`src/rtl/signed_divider.sv`:
```
// Signed restoring divider for two's-complement operands.
// Division runs on unsigned magnitudes, one quotient bit per cycle, and the
// signs are applied in a final fix-up cycle. A zero divisor bypasses the
// iteration and produces an all-ones quotient immediately. Results are held
// until the consumer takes them via the valid/ready handshake.
module signed_divider #(
  parameter int WIDTH = 8
) (
  input  logic             clk,
  input  logic             rst,
  input  logic [WIDTH-1:0] dividend,
  input  logic [WIDTH-1:0] divisor,
  input  logic             in_valid,
  output logic             in_ready,
  output logic [WIDTH-1:0] quotient,
  output logic [WIDTH-1:0] remainder,
  output logic             div_by_zero,
  output logic             overflow,
  output logic             out_valid,
  input  logic             out_ready
);

  localparam int CW = (WIDTH > 2) ? $clog2(WIDTH) : 1;

  localparam logic [1:0] IDLE = 2'd0;
  localparam logic [1:0] CALC = 2'd1;
  localparam logic [1:0] FIX  = 2'd2;
  localparam logic [1:0] DONE = 2'd3;

  // Two's-complement negation; also used to form operand magnitudes.
  function automatic logic [WIDTH-1:0] negate(input logic [WIDTH-1:0] v);
    negate = (~v) + {{(WIDTH-1){1'b0}}, 1'b1};
  endfunction

  // Magnitude of a signed value. The most-negative value maps to 2^(WIDTH-1),
  // which still fits in WIDTH unsigned bits.
  function automatic logic [WIDTH-1:0] magnitude(input logic [WIDTH-1:0] v);
    magnitude = v[WIDTH-1] ? negate(v) : v;
  endfunction

  logic [1:0]       r_state;
  logic [CW-1:0]    r_cnt;
  logic [WIDTH-1:0] r_dvsr;     // divisor magnitude
  logic [WIDTH-1:0] r_quo;      // dividend magnitude shifting out, quotient bits shifting in
  logic [WIDTH-1:0] r_rem;      // partial remainder (always < divisor magnitude)
  logic             r_neg_q;    // operand signs differ
  logic             r_neg_r;    // dividend negative
  logic             r_ovf;      // most-negative / -1 detected at accept
  logic [WIDTH-1:0] r_quotient;
  logic [WIDTH-1:0] r_remainder;
  logic             r_div_by_zero;
  logic             r_overflow;

  logic             w_in_ready;
  logic             w_accept;
  logic             w_divisor_zero;
  logic             w_ovf_case;
  logic [WIDTH:0]   w_rem_shift;
  logic [WIDTH:0]   w_diff;
  logic             w_q_bit;
  logic [WIDTH-1:0] w_rem_next;
  logic [WIDTH-1:0] w_quo_next;

  // Handshake decode and one restoring shift-subtract step.
  always_comb begin
    w_in_ready     = (r_state == IDLE) && !rst;
    w_accept       = in_valid && w_in_ready;
    w_divisor_zero = (divisor == {WIDTH{1'b0}});
    w_ovf_case     = (dividend == {1'b1, {(WIDTH-1){1'b0}}}) &&
                     (divisor == {WIDTH{1'b1}});
    w_rem_shift    = {r_rem, r_quo[WIDTH-1]};
    w_diff         = w_rem_shift - {1'b0, r_dvsr};
    w_q_bit        = ~w_diff[WIDTH];
    w_rem_next     = w_q_bit ? w_diff[WIDTH-1:0] : w_rem_shift[WIDTH-1:0];
    w_quo_next     = {r_quo[WIDTH-2:0], w_q_bit};
  end

  // Control FSM, iteration datapath and result registers.
  always_ff @(posedge clk or posedge rst) begin
    if (rst) begin
      r_state       <= IDLE;
      r_cnt         <= {CW{1'b0}};
      r_dvsr        <= {WIDTH{1'b0}};
      r_quo         <= {WIDTH{1'b0}};
      r_rem         <= {WIDTH{1'b0}};
      r_neg_q       <= 1'b0;
      r_neg_r       <= 1'b0;
      r_ovf         <= 1'b0;
      r_quotient    <= {WIDTH{1'b0}};
      r_remainder   <= {WIDTH{1'b0}};
      r_div_by_zero <= 1'b0;
      r_overflow    <= 1'b0;
    end else begin
      case (r_state)
        IDLE: begin
          if (w_accept) begin
            if (w_divisor_zero) begin
              r_quotient    <= {WIDTH{1'b1}};
              r_remainder   <= dividend;
              r_div_by_zero <= 1'b1;
              r_overflow    <= 1'b0;
              r_state       <= DONE;
            end else begin
              r_dvsr  <= magnitude(divisor);
              r_quo   <= magnitude(dividend);
              r_rem   <= {WIDTH{1'b0}};
              r_cnt   <= CW'(WIDTH - 1);
              r_neg_q <= dividend[WIDTH-1] ^ divisor[WIDTH-1];
              r_neg_r <= dividend[WIDTH-1];
              r_ovf   <= w_ovf_case;
              r_state <= CALC;
            end
          end
        end
        CALC: begin
          r_rem <= w_rem_next;
          r_quo <= w_quo_next;
          if (r_cnt == {CW{1'b0}}) begin
            r_state <= FIX;
          end else begin
            r_cnt <= r_cnt - {{(CW-1){1'b0}}, 1'b1};
          end
        end
        FIX: begin
          // Overflow case falls out naturally: magnitude 2^(WIDTH-1), signs
          // equal, so the wrapped quotient is the most-negative value.
          r_quotient    <= r_neg_q ? negate(r_quo) : r_quo;
          r_remainder   <= r_neg_r ? negate(r_rem) : r_rem;
          r_div_by_zero <= 1'b0;
          r_overflow    <= r_ovf;
          r_state       <= DONE;
        end
        DONE: begin
          if (out_ready) begin
            r_state <= IDLE;
          end
        end
        default: begin
          r_state <= IDLE;
        end
      endcase
    end
  end

  assign in_ready    = w_in_ready;
  assign out_valid   = (r_state == DONE);
  assign quotient    = r_quotient;
  assign remainder   = r_remainder;
  assign div_by_zero = r_div_by_zero;
  assign overflow    = r_overflow;

endmodule
```
`config.mk`:
```
export PLATFORM = sky130hd
export DESIGN_NAME = signed_divider
export DESIGN_NICKNAME = d
export VERILOG_FILES = /design/src/rtl/signed_divider.sv
export SDC_FILE = /design/constraint.sdc
export NUM_CORES = 1
export LEC_CHECK = 0
export ABC_AREA = 1
export CAP_MARGIN = 20
export CORE_ASPECT_RATIO = 1.4
export CORE_MARGIN = 3
export CORE_UTILIZATION = 57
export DETAILED_ROUTE_END_ITERATION = 10
export PLACE_DENSITY_LB_ADDON = 0.05
export SLEW_MARGIN = 0
export SYNTH_ARGS = -nofsm -noshare
export SYNTH_HDL_FRONTEND = slang
export SYNTH_SLANG_ARGS = --single-unit
```
`constraint.sdc`:
```
create_clock -name clk -period 2.4 [get_ports clk]
set_input_delay 0.24 -clock clk [delete_from_list [all_inputs] [get_ports clk]]
set_output_delay 0.24 -clock clk [all_outputs]
set_load 0.01 [all_outputs]
```
-- Word level (Yosys, flattened, before mapping)
Index checks and enable logic that the tools add are counted.
- bitwise operators: 7
- muxes and demuxes: 32
- $add $sub $neg: 6
- equal/unequal tests: 11
- reduce and logical (&&, ||, !) cells: 14
- operators by type and width (kind ; count):
    2-to-1 mux 8 bit ; 13
    one-hot mux 8 bit (2 select lines) ; 4
    adder 8 x 1 -> 8 bit, second input constant ; 4
    NOT 8 bit ; 4
    equality test 8 bit, second input constant ; 2
    AND reduction 3 bit ; 4
    inequality test 2 bit, second input constant ; 5
    2-to-1 mux 3 bit ; 3
    subtractor 9 x 8 -> 9 bit ; 1
    logical NOT 8 bit ; 1
    2-to-1 mux 2 bit ; 4
    one-hot mux 2 bit (4 select lines) ; 1
    one-hot mux 3 bit (2 select lines) ; 1
    equality test 2 bit, second input constant ; 2
    2-to-1 mux 1 bit ; 4
    one-hot mux 1 bit (2 select lines) ; 2
    AND reduction 4 bit ; 1
    nonzero test 2 bit ; 2
    logical AND 1 bit ; 3
    logical NOT 3 bit ; 1
    subtractor 3 x 1 -> 3 bit, second input constant ; 1
    equality test 2 x 1 -> 1 bit, second input constant ; 1
    logical NOT 2 bit ; 1
    inequality test 2 x 1 -> 1 bit, second input constant ; 1
    other kinds (3) ; 4
- output and inout bits: 20
- logic and storage cells: 82
- bits in registers: 50

-- Logic depth before layout (Yosys ltp)
- depth after elaboration: 6
- mapped depth: 13

-- Worst setup path after synthesis
Ideal clock, no wire load.
- path kind: register to register
- from: register r_quo[7]
- to: register r_rem[7]
- library setup time: 0.117 ns
- data arrival time: 1.776 ns
- path slack: 0.507 ns
- path buffers: 0
- cell stages (with the launch flop): 14
- cells stage by stage: dfrtp_1 inv_1 ha_1 fa_1 inv_1 nand2_1 nand2_1 nand3_1 nand2_1 nand2_2 nand2_1 nand2_1 nand3_1 nand2_1
- cells in the longest elaborated chain, start to end: 3
- RTL lines (what ; line ; source):
    start, declared ; 44 ; logic [WIDTH-1:0] r_quo;
    start signal, assigned ; 84 ; r_quo <= {WIDTH{1'b0}};
    start signal, assigned ; 105 ; r_quo <= magnitude(dividend);
    start signal, assigned ; 117 ; r_quo <= w_quo_next;
    subtractor 9 x 8 -> 9 bit ; 72 ; w_diff = w_rem_shift - {1'b0, r_dvsr};
    2-to-1 mux 8 bit ; 74 ; w_rem_next = w_q_bit ? w_diff[WIDTH-1:0] : w_rem_shift[WIDTH-1:0];
    one-hot mux 8 bit (2 select lines) ; 94 ; case (r_state)
    end signal, assigned ; 85 ; r_rem <= {WIDTH{1'b0}};
    end signal, assigned ; 106 ; r_rem <= {WIDTH{1'b0}};
    end signal, assigned ; 116 ; r_rem <= w_rem_next;
    end, declared ; 45 ; logic [WIDTH-1:0] r_rem;
Every way passes these cells.
A chain may end at the register's enable or synchronous reset.

-- Final worst setup path
- from: register r_state[0]
- to: output port in_ready
- cells in the longest elaborated chain, start to end: 2
- RTL lines (what ; line ; source):
    start, declared ; 41 ; logic [1:0] r_state;
    start signal, assigned ; 81 ; r_state <= IDLE;
    start signal, assigned ; 102 ; r_state <= DONE;
    start signal, assigned ; 111 ; r_state <= CALC;
    logical NOT 2 bit ; 66 ; w_in_ready = (r_state == IDLE) && !rst;
    logical AND 1 bit ; 66 ;
    end, declared ; 14 ; output logic in_ready,
Every way passes these cells.

==> flow_summary.yaml <==
sta:
  relSlewSlack: 0.684
  finalCritPeriodShare: 0.900
  rsz0062_at_grt: "no"
  hold_viol_final: 0
  max_freq_mhz: 463
  drv_slew: 0
  tns_ps: 0
  fin_skew_ps: 5.87
  fin_crit_ps: 2160
  max_slew.worst_pin.slew_ps: 474
  setup_viol_count_final: 0
clock_tree:
  numClockSinks: 50
  h-tree-depth: 2
  cts_tree: "done"
  root_buffer: "clkbuf_8"
  cts_buffer_depth: 2
  post_cts_buffers: 0
  worstSkewPairLatency_ps: 300
  numCtsBuffers: 5
  cts_hold_buf: 0
  clk_pin_slew_ps: 90
  cts_resized: 0
floorplan:
  dieArea_sq_um: 7220
  die_width_microns: 72.7
  initial_core_util: 0.596
  ios: 40
  dieHeight_microns: 99.3
  coreArea_sq_um: 5950
  rows: 33
logic_synthesis:
  syn-cell-area_sq_um: 3550
  ys_seq_area_frac: 0.353
  ys_seq_elements: 50
  syn_area_per_cell_sq_um: 7.22
  synth_edf_count: 0
  async_reset_ff_frac: 1.00
  synth_cells: 491
  yosys_warnings: 0
  yosysUniqueCellTypes: 36
  ys.flop_type: "dfrtp_1"
  synth_nets: 532
critical_path:
  worstSetupEndpointType: "output pin"
  r2r_setup_slack_ps: 320
  rr_startpoint: "r_state[0]"
  cp.arrival_ps: 1920
  path_class: "reg -> out"
  crit_required_ps: 2160
  crit_fanout: 5
  startpoint: "r_state[0]"
  reg2reg_to: "quotient[7]"
  rr_worst_depth: 11
  cp-start-kind: "flop"
cells_and_area:
  n_antenna_cell: 0
  nets: 578
  drive_gt1_frac: 0.0743
  layout_commonest_cell: "nand2_1"
  mostFrequentLayoutCells: "149 x nand2_1, 72 x nand3_1, 66 x inv_1"
  area_delta_synth_final_pct: 16.8
  fill_cells: 527
  fin_cells: 608
  fin_area_sq_um: 4140
run_status:
  outcome: "finished clean"
routing:
  drc: 0
  wl_per_cell_microns: 14.0
  ant_nets: 0
  routed_wirelength_microns: 8510
  drt_iter0_markers: 184
  via_per_inst: 5.39
  via_count: 3280
  firstDrtPassIters: 4
pwr:
  pwr_density_cell_nw_per_um2: 1150
  p_leak_uw: 0.00212
  total_power_uw: 4770
  vdd_drop_max_mv: 0.690
grt:
  grt_usage: 0.250
  globalRouteOverflowTotal: 0
  grt_pass1_wl_microns: 14400
  antenna_found_initial: 0
  grt_max_degree: 51
  grt_pass1_vias: 3101
worst_hold_path:
  hold_class: "in -> async"
job:
  max-cap-violations: 0
place:
  dp_cells: 600
  place.detailed.hpwl_microns: 6800
  place_congestion: 0.917
  place_area_sq_um: 4030
  place.port_buffers: 39
==> area by class of cell <==
type	instances	area, sq um	area share
sequential	50	1250	0.302
inverter	70	264	0.0637
tap	70	87.6	0.0211
timing repair buffer	50	485	0.117
clock inverter	3	45.0	0.0109
clock buffer	5	68.8	0.0166
multi-input combinational	360	1940	0.468
==> logic make-up (layout without fill, tap and decap cells) <==
| kind of cell | Yosys count | in the layout | share of synthesized area |
|---|---|---|---|
| and+or+nand+nor | 275 | 275 | 0.348 |
| buffers and inverters | 81 | 128 | 0.0999 |
| xor gates and xnor gates | 15 | 15 | 0.0371 |
| adders and majority gates | 21 | 21 | 0.0762 |
| AOI/OAI and AO/OA | 49 | 49 | 0.0857 |
| DFF | 50 | 50 | 0.353 |
==> sequential cells by signal (all words and copies together), names as in the netlist <==
name / cells
r_quo: 8
r_neg_q: 1
r_rem: 8
div_by_zero: 1
remainder: 8
quotient: 8
r_dvsr: 8
r_cnt: 3
overflow: 1
r_neg_r: 1
r_ovf: 1
r_state: 2
==> worst max-delay path, stage by stage, from the launching register on <==
cell and delay, ps:
dfrtp_1 410, inv_1 130, ha_1 350, inv_2 90, nor2_4 100, clkdlybuf4s50_1 540
==> report_power, final <==
group	internal, uW	switching, uW
clock network	310	295
registers	1160	273
logic	1110	1620
total	2580	2190
==> metrics by stage <==
stage | hold slack [ps] | worst slack (ps) | util
floorplan | 373 | 507 | -
global placement | 467 | 285 | 0.678
detailed placement | 479 | 265 | 0.678
CTS | 394 | 224 | 0.697
global route | 399 | 124 | 0.697
finish | 368 | 241 | 0.697
==> worst max-delay path by stage <==
stage	endpoint	cells after the start	slack [ps]
floorplan	r_rem[7]	13	510
global placement	quotient[7]	10	290
detailed placement	r_rem[0]	11	260
CTS	in_ready	5	220
global route	in_ready	5	120
finish	in_ready	5	240
==> cells in the mapped netlist (all sizes together) (4+ instances only) <==
cell / number / area share
nor2: 34 / 0.043
nand3: 74 / 0.11
nand2: 153 / 0.17
a21oi: 10 / 0.020
o211ai: 7 / 0.015
clkbuf: 4 / 0.0042
a31oi: 6 / 0.011
ha: 20 / 0.071
dfrtp: 50 / 0.35
xor2: 14 / 0.035
o21ai: 23 / 0.034
buf: 7 / 0.021
inv: 69 / 0.073
nand4: 4 / 0.0071
==> per-layer routing <==
| layer | part of all wire | vias up | GRT usage |
|---|---|---|---|
| li1 | - | 1665 | - |
| met1 | 0.42 | 1534 | 0.309 |
| met2 | 0.53 | 68 | 0.446 |
| met3 | 0.031 | 13 | 0.0334 |
| met4 | 0.020 | 0 | 0.0710 |
| met5 | 0 | - | 0 |
No activity file was read; power rests on OpenSTA's default activity.
==> variant, RTL diff (same flow settings) <==
Change the parameter `WIDTH` from 8 to 32.
--- a/src/rtl/signed_divider.sv
+++ b/src/rtl/signed_divider.sv
@@ -4,7 +4,7 @@
 // iteration and produces an all-ones quotient immediately. Results are held
 // until the consumer takes them via the valid/ready handshake.
 module signed_divider #(
-  parameter int WIDTH = 8
+  parameter int WIDTH = 32
 ) (
   input  logic             clk,
   input  logic             rst,
Ports: changed (resized dividend, divisor, quotient and remainder); port bits go from 40 to 136. The function was not compared with the original's and may differ.
==> variant against the original RTL <==
Via count increased to 4.8 times the old value; sequential cell count is 122 higher; synthesized cell count rose to 4.5 times the old value; design area rose to 4.3 times the old value; routed wire length grew to 5.8 times the old value; synthesized area grew to 3.9 times the old value; setup slack worse by 0.21 ns; clock skew is essentially flat; highest routed layer unchanged; utilization up 5.1 points; total power rose to 5.9 times the old value.
==> variant: results (changes against the original RTL) <==
maximum vdd drop -> 0.000822 V (+19%)
WP data arrival -> 2.70 ns (+0.78 ns)
Hold WC Path Type -> input pin to asynchronous set/reset pin
share of cells above drive strength 1 -> 14.5% (+7.1 points)
Layout Nets -> 2,557 (+340%)
Synth cell types -> 51 (+42%)
FF-to-FF path depth -> 17 (+6)
initial antenna violation count -> 1 (+1)
met3 Use GR -> 4.73% (+1.4 points)
Synth Warn # -> 0 (unchanged)
GRT overflow -> 0 (unchanged)
vias in the first global route -> 15,200 (+390%)
outcome -> complete, no violations
RR Endpoint -> r_rem[29]
leakage power -> 0.00902 uW (+330%)
IO Port Bufs -> 135 (+250%)
async set-reset flop share out of synthesis -> 100% (unchanged)
ys flop type -> dfrtp_1
fillers -> 1,979 (+280%)
total iterations of the first detailed-routing run -> 9 (+5)
per-cell routed wire length -> 17.7 um (+27%)
Critical-path top delay cell -> dfrtp_1
Reg2Reg Setup Slack -> 0.03 ns (-0.29 ns)
met1 GRT Util -> 34.7% (+3.8 points)
synth cell count leaders -> nand2_1 (722), inv_1 (297), nand3_1 (226)
crit-path max FO -> 6 (+1)
Post-Syn Nets -> 2,312 (+330%)
top post-synthesis cells by area -> dfrtp_1 (31%), nand2_1 (19%), nand3_1 (8.1%)
H-tree Lvls -> 4 (+2)
Reg-to-Reg Start -> r_quo[31]
global-route wire length before repair -> 74.8 mm (+420%)
Placer Congestion -> 0.961 (+4.8%)
drt first-iter violations -> 1,106 (+500%)
Clock Latency Late Sink -> 0.45 ns (+0.15 ns)
Max Root-Sink Buffers -> 2 (unchanged)
Layout Skew -> 0.00632 ns (+0.000449 ns)
clk root buf -> clkbuf_16
routed vias -> 15,700 (+380%)
Worst-path clk slew -> 0.07 ns (-0.02 ns)
Slowest Stage Delay on Critical Path -> 0.40 ns (-0.14 ns)
HPWL after detailed placement -> 37.6 mm (+450%)
Relative slew margins -> 34.3% (-34 points)
CTS Buf Count -> 17 (+12)
largest net degree at the start of global routing -> 173 (+240%)
met2 Use GR -> 68.3% (+24 points)
total track usage -> 35.4% (+10 points)
sequential area share after synthesis -> 30.8% (-4.5 points)
drt drc -> 0 (unchanged)
[variant: worst max-delay path by stage]
stage,to,slack (ns),start,depth (start not counted)
after floorplan,quotient[1],-1.69,rst,9
after global placement,r_quo[31],-0.23,dividend[1],8
after detailed placement,r_quo[31],-0.23,dividend[1],8
after CTS,r_rem[10],0.03,r_rem[22],14
after global routing,r_rem[27],-0.05,r_rem[13],14
final,r_rem[29],0.03,r_quo[31],17
[variant: worst max-delay path: cells and delay by family (launching register included)]
| family | cells | cell delay [ns] |
|---|---|---|
| AND/OR/NAND/NOR | 11 | 0.87 |
| adder cells (fa/ha/maj) | 2 | 0.53 |
| buffers and inverters | 4 | 0.44 |
| flip-flops | 1 | 0.40 |
[variant: logic make-up (layout without fill, tap and decap cells)]
logic type / Yosys count / count (layout) / share of synthesized area [%]
DFF: 172 / 172 / 30.8
AOI/OAI and AO/OA: 252 / 252 / 10.5
and+or+nand+nor: 1287 / 1289 / 39.3
other: 0 / 1 / 0
xor gates and xnor gates: 68 / 68 / 4.26
buffers and inverters: 377 / 633 / 11.1
adders and majority gates: 44 / 44 / 3.99
[variant: area by class of cell]
cell class / count / area [um^2] / area share [%]
Antenna cell: 1 / 2.50 / 0.0139
Clock buffer: 21 / 460 / 2.56
Clock inverter: 11 / 134 / 0.744
Inverter: 307 / 1170 / 6.48
Multi-Input combinational cell: 1653 / 8750 / 48.7
Sequential cell: 172 / 4310 / 23.9
Tap cell: 310 / 388 / 2.16
Timing Repair Buffer: 294 / 2780 / 15.5
[variant: where the power goes]
group / internal (uW) / total [uW] / switching [uW] / leakage (uW)
registers: 4240 / 5380 / 1140 / 0.00207
clock network: 1600 / 2880 / 1270 / 0.000277
logic: 7890 / 19900 / 12000 / 0.00667
[variant: stage by stage]
stage | utilization, % | hold slack, ns | instance area [um^2] | setup slack (ns) | std cells
after global routing | 74.8 | 0.487 | 18000 | -0.0549 | 2768
after detailed placement | 69.8 | 0.473 | 16800 | -0.230 | 2721
after global placement | 69.8 | 0.466 | 16800 | -0.225 | 2721
final | 74.8 | 0.420 | 18000 | 0.0307 | 2769
after floorplan | - | 0.373 | 14300 | -1.69 | 2200
after CTS | 72.3 | 0.446 | 17400 | 0.0308 | 2753
[variant: metal layers]
metal	share of wire, %	wire length, um
met1	34	16700
met2	53	25900
met3	5.3	2600
met4	8.1	3980
met5	0	0
[variant: what timing repair did]
action | in CTS | in global routing
gates cloned | 0 | 6
hold buffers | 0 | 0
pin swaps | 0 | 6
gates resized for setup | 3 | 70
buffers inserted | 0 | 9
endpoints found under the setup margin | 27 | 36
